<file path="src/rtl/rv32i_pkg.sv">
// Shared RV32I core types: datapath widths and the write-back request record.
`ifndef WORD_WIDTH
`define WORD_WIDTH 32
`endif

package rv32i_pkg;

  localparam int WORD_WIDTH     = `WORD_WIDTH;
  localparam int REG_ADDR_WIDTH = 5;

  typedef struct packed {
    logic [REG_ADDR_WIDTH-1:0] rd;
    logic [WORD_WIDTH-1:0]     data;
  } wb_req_t;

endpackage

</file>
<file path="src/rtl/wb_fifo.sv">
// Circular FIFO of pending ALU write-backs; exposes per-entry valid and rd
// so the parent can build the register scoreboard.
module wb_fifo #(
  parameter int DEPTH      = 4,
  parameter int ADDR_WIDTH = 5,
  parameter int WORD_WIDTH = 32,
  localparam int PTR_W     = $clog2(DEPTH),
  localparam int CNT_W     = PTR_W + 1
) (
  input  logic                            clk,
  input  logic                            rst_n,
  input  logic                            flush,
  input  logic                            push,
  input  logic [ADDR_WIDTH-1:0]           push_rd,
  input  logic [WORD_WIDTH-1:0]           push_data,
  input  logic                            pop,
  output logic [ADDR_WIDTH-1:0]           head_rd,
  output logic [WORD_WIDTH-1:0]           head_data,
  output logic [CNT_W-1:0]                count,
  output logic [DEPTH-1:0]                entry_valid,
  output logic [DEPTH-1:0][ADDR_WIDTH-1:0] entry_rd
);

  logic [PTR_W-1:0] wr_ptr_q, wr_ptr_d;
  logic [PTR_W-1:0] rd_ptr_q, rd_ptr_d;
  logic [CNT_W-1:0] count_q, count_d;

  logic [ADDR_WIDTH-1:0] rd_mem   [DEPTH];
  logic [WORD_WIDTH-1:0] data_mem [DEPTH];

  // NOTE: the storage array has no reset; emptiness is tracked by the
  // pointers and count alone, so stale contents are never observed.
  always_ff @(posedge clk) begin
    if (push) begin
      rd_mem[wr_ptr_q]   <= push_rd;
      data_mem[wr_ptr_q] <= push_data;
    end
  end

  // NOTE: every always_comb output gets a default first, otherwise a path
  // that skips the assignment infers a latch.
  always_comb begin
    wr_ptr_d = wr_ptr_q;
    rd_ptr_d = rd_ptr_q;
    count_d  = count_q;
    if (flush) begin
      wr_ptr_d = '0;
      rd_ptr_d = '0;
      count_d  = '0;
    end else begin
      // Pointers are exactly PTR_W bits, so the increment wraps modulo DEPTH.
      if (push) wr_ptr_d = wr_ptr_q + PTR_W'(1);
      if (pop)  rd_ptr_d = rd_ptr_q + PTR_W'(1);
      case ({push, pop})
        2'b10:   count_d = count_q + CNT_W'(1);
        2'b01:   count_d = count_q - CNT_W'(1);
        default: count_d = count_q;
      endcase
    end
  end

  // NOTE: sequential state is assigned with <= so all flops update together
  // from pre-edge values, independent of statement order.
  always_ff @(posedge clk) begin
    if (!rst_n) begin
      wr_ptr_q <= '0;
      rd_ptr_q <= '0;
      count_q  <= '0;
    end else begin
      wr_ptr_q <= wr_ptr_d;
      rd_ptr_q <= rd_ptr_d;
      count_q  <= count_d;
    end
  end

  // An entry is live when its distance from the read pointer is below count.
  always_comb begin
    entry_valid = '0;
    entry_rd    = '0;
    for (int i = 0; i < DEPTH; i++) begin
      logic [PTR_W-1:0] offset;
      offset         = PTR_W'(i) - rd_ptr_q;
      entry_valid[i] = ({1'b0, offset} < count_q);
      entry_rd[i]    = rd_mem[i];
    end
  end

  assign head_rd   = rd_mem[rd_ptr_q];
  assign head_data = data_mem[rd_ptr_q];
  assign count     = count_q;

endmodule

</file>
<file path="src/rtl/wb_unit.sv">
// Write-back arbiter: merges load results (unbuffered, highest priority) with
// queued ALU results into a single registered register-file write port.
module wb_unit #(
  parameter int ADDR_WIDTH = rv32i_pkg::REG_ADDR_WIDTH,
  parameter int WORD_WIDTH = `WORD_WIDTH,
  parameter int ALU_DEPTH  = 4,
  localparam int CNT_W     = $clog2(ALU_DEPTH) + 1
) (
  input  logic                       clk,
  input  logic                       rst_n,
  input  logic                       flush,
  input  logic                       alu_valid,
  output logic                       alu_ready,
  input  logic [ADDR_WIDTH-1:0]      alu_rd,
  input  logic [WORD_WIDTH-1:0]      alu_data,
  input  logic                       mem_valid,
  input  logic [ADDR_WIDTH-1:0]      mem_rd,
  input  logic [WORD_WIDTH-1:0]      mem_data,
  output logic                       wb_reg_write,
  output logic [ADDR_WIDTH-1:0]      wb_addr,
  output logic [WORD_WIDTH-1:0]      wb_data,
  output logic [2**ADDR_WIDTH-1:0]   pending,
  output logic [CNT_W-1:0]           alu_count
);

  logic                                 alu_push;
  logic                                 mem_take;
  logic                                 fifo_pop;
  logic [ADDR_WIDTH-1:0]                head_rd;
  logic [WORD_WIDTH-1:0]                head_data;
  logic [ALU_DEPTH-1:0]                 entry_valid;
  logic [ALU_DEPTH-1:0][ADDR_WIDTH-1:0] entry_rd;

  logic                  wb_reg_write_q, wb_reg_write_d;
  logic [ADDR_WIDTH-1:0] wb_addr_q, wb_addr_d;
  logic [WORD_WIDTH-1:0] wb_data_q, wb_data_d;

  // Ready comes from the registered count only, so it never depends on a pop.
  assign alu_ready = (alu_count != CNT_W'(ALU_DEPTH));
  assign alu_push  = alu_valid && alu_ready && (alu_rd != '0) && !flush;
  assign mem_take  = mem_valid && (mem_rd != '0);
  assign fifo_pop  = !flush && !mem_take && (alu_count != '0);

  wb_fifo #(
    .DEPTH      (ALU_DEPTH),
    .ADDR_WIDTH (ADDR_WIDTH),
    .WORD_WIDTH (WORD_WIDTH)
  ) u_alu_fifo (
    .clk         (clk),
    .rst_n       (rst_n),
    .flush       (flush),
    .push        (alu_push),
    .push_rd     (alu_rd),
    .push_data   (alu_data),
    .pop         (fifo_pop),
    .head_rd     (head_rd),
    .head_data   (head_data),
    .count       (alu_count),
    .entry_valid (entry_valid),
    .entry_rd    (entry_rd)
  );

  always_comb begin
    wb_reg_write_d = 1'b0;
    wb_addr_d      = wb_addr_q;
    wb_data_d      = wb_data_q;
    if (mem_take) begin
      wb_reg_write_d = 1'b1;
      wb_addr_d      = mem_rd;
      wb_data_d      = mem_data;
    end else if (fifo_pop) begin
      wb_reg_write_d = 1'b1;
      wb_addr_d      = head_rd;
      wb_data_d      = head_data;
    end
  end

  always_ff @(posedge clk) begin
    if (!rst_n) begin
      wb_reg_write_q <= 1'b0;
      wb_addr_q      <= '0;
      wb_data_q      <= '0;
    end else begin
      wb_reg_write_q <= wb_reg_write_d;
      wb_addr_q      <= wb_addr_d;
      wb_data_q      <= wb_data_d;
    end
  end

  // Register x0 is never queued, but bit 0 is forced low regardless.
  always_comb begin
    pending = '0;
    for (int i = 0; i < ALU_DEPTH; i++) begin
      if (entry_valid[i]) pending[entry_rd[i]] = 1'b1;
    end
    pending[0] = 1'b0;
  end

  assign wb_reg_write = wb_reg_write_q;
  assign wb_addr      = wb_addr_q;
  assign wb_data      = wb_data_q;

endmodule

</file>
<file path="config.mk">
export PLATFORM = sky130hd
export DESIGN_NAME = wb_unit
export DESIGN_NICKNAME = d
export VERILOG_FILES = /design/src/rtl/rv32i_pkg.sv /design/src/rtl/wb_fifo.sv /design/src/rtl/wb_unit.sv
export SDC_FILE = /design/constraint.sdc
export NUM_CORES = 1
export LEC_CHECK = 0
export BUFFER_PORTS_ARGS = -buffer_cell sky130_fd_sc_hd__buf_4
export CAP_MARGIN = 25
export CORE_ASPECT_RATIO = 1.25
export CORE_UTILIZATION = 35
export CTS_CLUSTER_DIAMETER = 100
export DETAILED_ROUTE_END_ITERATION = 10
export GPL_TIMING_DRIVEN = 0
export SYNTH_ARGS = -nofsm -noshare
export SYNTH_HDL_FRONTEND = slang
export SYNTH_SLANG_ARGS = --single-unit
</file>
<file path="constraint.sdc">
create_clock -name clk -period 8.25 [get_ports clk]
set_input_delay 1.65 -clock clk [delete_from_list [all_inputs] [get_ports clk]]
set_output_delay 1.65 -clock clk [all_outputs]
set_load 0.02 [all_outputs]
</file>
==> tab_implementation.tex <==
\begin{tabular}{lr}
\hline
Metric & Value \\
\hline
\multicolumn{2}{l}{\textbf{Finish}} \\
\quad Relative area change from synthesis to final layout & 24.8\% \\
\quad Number of inserted filler cells in the final layout & 2,349 \\
\quad Area of all placed cells without fillers & 11,000 sq um \\
\quad Net count, final & 917 \\
\quad Final Util & 44.7\% \\
\quad Number of antenna diodes & 0 \\
\quad Fraction of final layout cells with drive strength greater than 1 & 30.9\% \\
\multicolumn{2}{l}{\textbf{Clocking}} \\
\quad Cts bufs inserted & 17 \\
\quad Buffer count from post-CTS setup fixing & 0 \\
\quad TritonCTS clock tree & yes \\
\quad Clock sink count & 195 \\
\quad Resized cells post-CTS & 0 \\
\quad Clock transition at the register clock pins on the worst setup and hold paths after CTS & 0.08 ns \\
\quad Worst-case clock buffer depth & 2 \\
\quad Buffer cell driving the clock tree root & sky130\_fd\_sc\_hd\_\_clkbuf\_16 \\
\quad Deepest level of the CTS H-tree & 4 \\
\quad Post-CTS Hold Buffers & 0 \\
\quad Clock latency of the later-clocked register in the worst-skew pair & 0.43 ns \\
\multicolumn{2}{l}{\textbf{Synthesis}} \\
\quad Synth cell types & 64 \\
\quad Biggest area contributors in the synthesized netlist & sky130\_fd\_sc\_hd\_\_edfxtp\_1 50\%, sky130\_fd\_sc\_hd\_\_dfxtp\_1 11\%, sky130\_fd\_sc\_hd\_\_mux4\_2 9.5\% \\
\quad Most instantiated flip-flop cell in the synthesis netlist & sky130\_fd\_sc\_hd\_\_edfxtp\_1 \\
\quad Syn. warnings & 0 \\
\quad Fraction of synthesis flops using an asynchronous set or reset pin & 0\% \\
\quad Commonest cells in the synthesized netlist & 148 x sky130\_fd\_sc\_hd\_\_edfxtp\_1, 75 x sky130\_fd\_sc\_hd\_\_a21oi\_1, 64 x sky130\_fd\_sc\_hd\_\_nand2\_1 \\
\quad Mapped cell area & 8800 sq um \\
\quad Cell with the most instances after synthesis & sky130\_fd\_sc\_hd\_\_edfxtp\_1 \\
\quad Syn\_nets & 744 \\
\quad Sequential element share of the synthesized area & 61.2\% \\
\quad Top-area cell type share of the netlist area & 50.5\% \\
\quad \#FFs+latches synth & 195 \\
\quad Post-synthesis cell type with the largest combined area & sky130\_fd\_sc\_hd\_\_edfxtp\_1 \\
\quad Count of flip-flops with a built-in enable after synthesis & 148 \\
\quad Synthesized instance count & 655 \\
\quad Average size of a mapped cell & 13.4 sq um \\
\multicolumn{2}{l}{\textbf{Timing}} \\
\quad Least-Margin Pin Slew & 1.06 ns \\
\quad Hold violation total from the final report & 0 \\
\quad RSZ-0062 raised after global routing & no \\
\quad Final sum of negative setup slack & 0 ns \\
\quad Max-slew headroom at the worst pin & 28.8\% \\
\quad Peak clock frequency supported by timing & 0.217 GHz \\
\quad Max-slew violation total from the final report & 0 \\
\quad Final-layout worst hold slack & 0.505 ns \\
\quad Final Critical Period & 4.61 ns \\
\quad Share of the cycle needed by the critical path after routing & 55.9\% \\
\quad Final setup vio count & 0 \\
\quad Post-route setup slack & 3.64 ns \\
\quad Worst clock skew on the final layout & 0.0159 ns \\
\multicolumn{2}{l}{\textbf{Placed design}} \\
\quad Number of buffer cells added on primary ports & 150 \\
\quad Dpl ws & 3.97 ns \\
\quad Post-detailed-placement half-perimeter wirelength & 17,800 microns \\
\quad Final Wtd Congestion & 0.969 \\
\quad Area of placed instances & 10,400 sq um \\
\multicolumn{2}{l}{\textbf{Power}} \\
\quad P per Cell Area & 186 nW/um\^{}2 \\
\quad Leak Pwr & 0.00377 uW \\
\quad Peak supply drop & 0.122 mV \\
\multicolumn{2}{l}{\textbf{Setup path}} \\
\quad Data required time of the critical path & 6.60 ns \\
\quad Arrival time of the worst setup path & 2.96 ns \\
\quad CP max FO & 8 \\
\quad Crit end category & primary output \\
\quad Type of the worst setup path & reg -> out \\
\quad Category of the worst setup path launch point & register \\
\multicolumn{2}{l}{\textbf{Floorplanning}} \\
\quad Number of top-level pins & 153 \\
\quad Height of the die & 179 microns \\
\quad Die area & 25,800 sq um \\
\quad Placeable core region & 24,600 sq um \\
\quad Floorplan row count & 64 \\
\quad Die Span X & 144 microns \\
\quad Effective utilization at floorplan & 35.8\% \\
\multicolumn{2}{l}{\textbf{Job}} \\
\quad Count of maximum capacitance violations & 0 \\
\multicolumn{2}{l}{\textbf{Route}} \\
\quad Total via count in the routed design & 6,288 \\
\quad Iteration-0 DRC count of the detailed router & 292 \\
\quad Number of vias per cell after detailed routing & 5.37 \\
\quad DRT met1 WL & 9920 microns \\
\quad First-pass iteration count of the detailed router & 5 \\
\quad DR WL met2 & 12,700 microns \\
\quad Drt drc & 0 \\
\quad Sum of met3 wire segment lengths after detailed routing & 1560 microns \\
\quad Average wire per cell in the routed design & 21.1 microns \\
\quad Routed Antenna Nets & 0 \\
\quad Final Routed Wirelength & 24,700 microns \\
\quad Topmost layer with routed signal wires & met4 \\
\multicolumn{2}{l}{\textbf{Worst hold path}} \\
\quad Hold crit path type & reg -> reg \\
\multicolumn{2}{l}{\textbf{Global route}} \\
\quad First-pass GRT wire length & 36,800 microns \\
\quad Antenna violations before repair & 0 \\
\quad Overall global routing resource usage & 19.7\% \\
\quad Remaining global-route overflow & 0 \\
\quad Maximum number of pins on one net before global-route repair & 27 \\
\quad Number of global-route vias before repair & 6,232 \\
\multicolumn{2}{l}{\textbf{Run status}} \\
\quad Result of the run & finished, final reports clean \\
\hline
\end{tabular}
-- registers in the layout (all words and copies together), names as in the netlist, named ones only --
signal               cells
u_alu_fifo.wr_ptr_q      2
wb_addr                  5
u_alu_fifo.rd_mem       20
u_alu_fifo.rd_ptr_q      2
wb_data                 32
u_alu_fifo.count         3
wb_reg_write             1
u_alu_fifo.data_mem    128
-- kinds of logic after synthesis --
group	Yosys count	share of synthesized area (%)
DFF	195	61.2
other	1	0.0426
buffers and inverters	64	3.07
adders and majority gates	10	1.51
AOI/OAI and AO/OA	195	15.6
xor gates and xnor gates	4	0.398
and+or+nand+nor	149	8.77
muxes	37	9.47
-- worst paths after layout --
check	start	end	slack, ns	cells past startpoint
max reg2reg	u_alu_fifo.count[2]$_SDFFE_PP0P_	u_alu_fifo.count[2]$_SDFFE_PP0P_	5.47	10
max	u_alu_fifo.count[1]$_SDFFE_PP0P_	pending[14]	3.64	7
min reg2reg	u_alu_fifo.wr_ptr_q[1]$_SDFFE_PP0P_	u_alu_fifo.wr_ptr_q[1]$_SDFFE_PP0P_	0.50	2
min	u_alu_fifo.wr_ptr_q[1]$_SDFFE_PP0P_	u_alu_fifo.wr_ptr_q[1]$_SDFFE_PP0P_	0.50	2
-- layout make-up --
| type | count | area [sq um] | area share [%] |
|---|---|---|---|
| clock buffers | 20 | 437 | 3.97 |
| well taps | 330 | 413 | 3.76 |
| inverters | 21 | 78.8 | 0.717 |
| plain buffers | 43 | 191 | 1.74 |
| clock inverters | 12 | 125 | 1.14 |
| repair buffers | 154 | 1210 | 11.0 |
| flip-flops and latches | 195 | 5390 | 49.0 |
| multi-input cells | 396 | 3150 | 28.7 |
-- power breakdown --
part / switching [uW] / internal (uW)
sequential: 12.7 / 1080
clock: 363 / 423
combinational: 90.7 / 71.2
-- layer usage --
layer	global-route usage (%)	up-vias
met5	0	-
met4	6.96	0
met3	3.98	36
met2	35.1	246
met1	23.3	3109
li1	-	2897
-- cell usage in the layout, fill, tap and decap left out, drive strengths merged, types with 11 or more instances in the layout --
master	n
buf	169
edfxtp	148
a21oi	75
nand2	64
dfxtp	47
clkbuf	47
mux4	37
o21ai	37
inv	25
a22oi	20
nor2	16
nand2b	12
nor2b	11
-- critical path, stage by stage (launching register included) --
cell and delay, ns:
sky130_fd_sc_hd__dfxtp_1 0.40, sky130_fd_sc_hd__inv_1 0.15, sky130_fd_sc_hd__ha_1 0.34, sky130_fd_sc_hd__nor2b_1 0.26, sky130_fd_sc_hd__a2111oi_4 0.81, sky130_fd_sc_hd__o2bb2a_1 0.32, sky130_fd_sc_hd__o221ai_1 0.08, sky130_fd_sc_hd__buf_4 0.18
-- per-stage QoR --
| step | power, uW | instances |
|---|---|---|
| final | 2040 | 1171 |
| after floorplan | 1190 | 655 |
| after CTS | 2060 | 1171 |
| after detailed placement | 1280 | 1139 |
| after global placement | 1280 | 1135 |
| after global routing | 2110 | 1171 |
No activity file was read; power rests on OpenSTA's default activity.
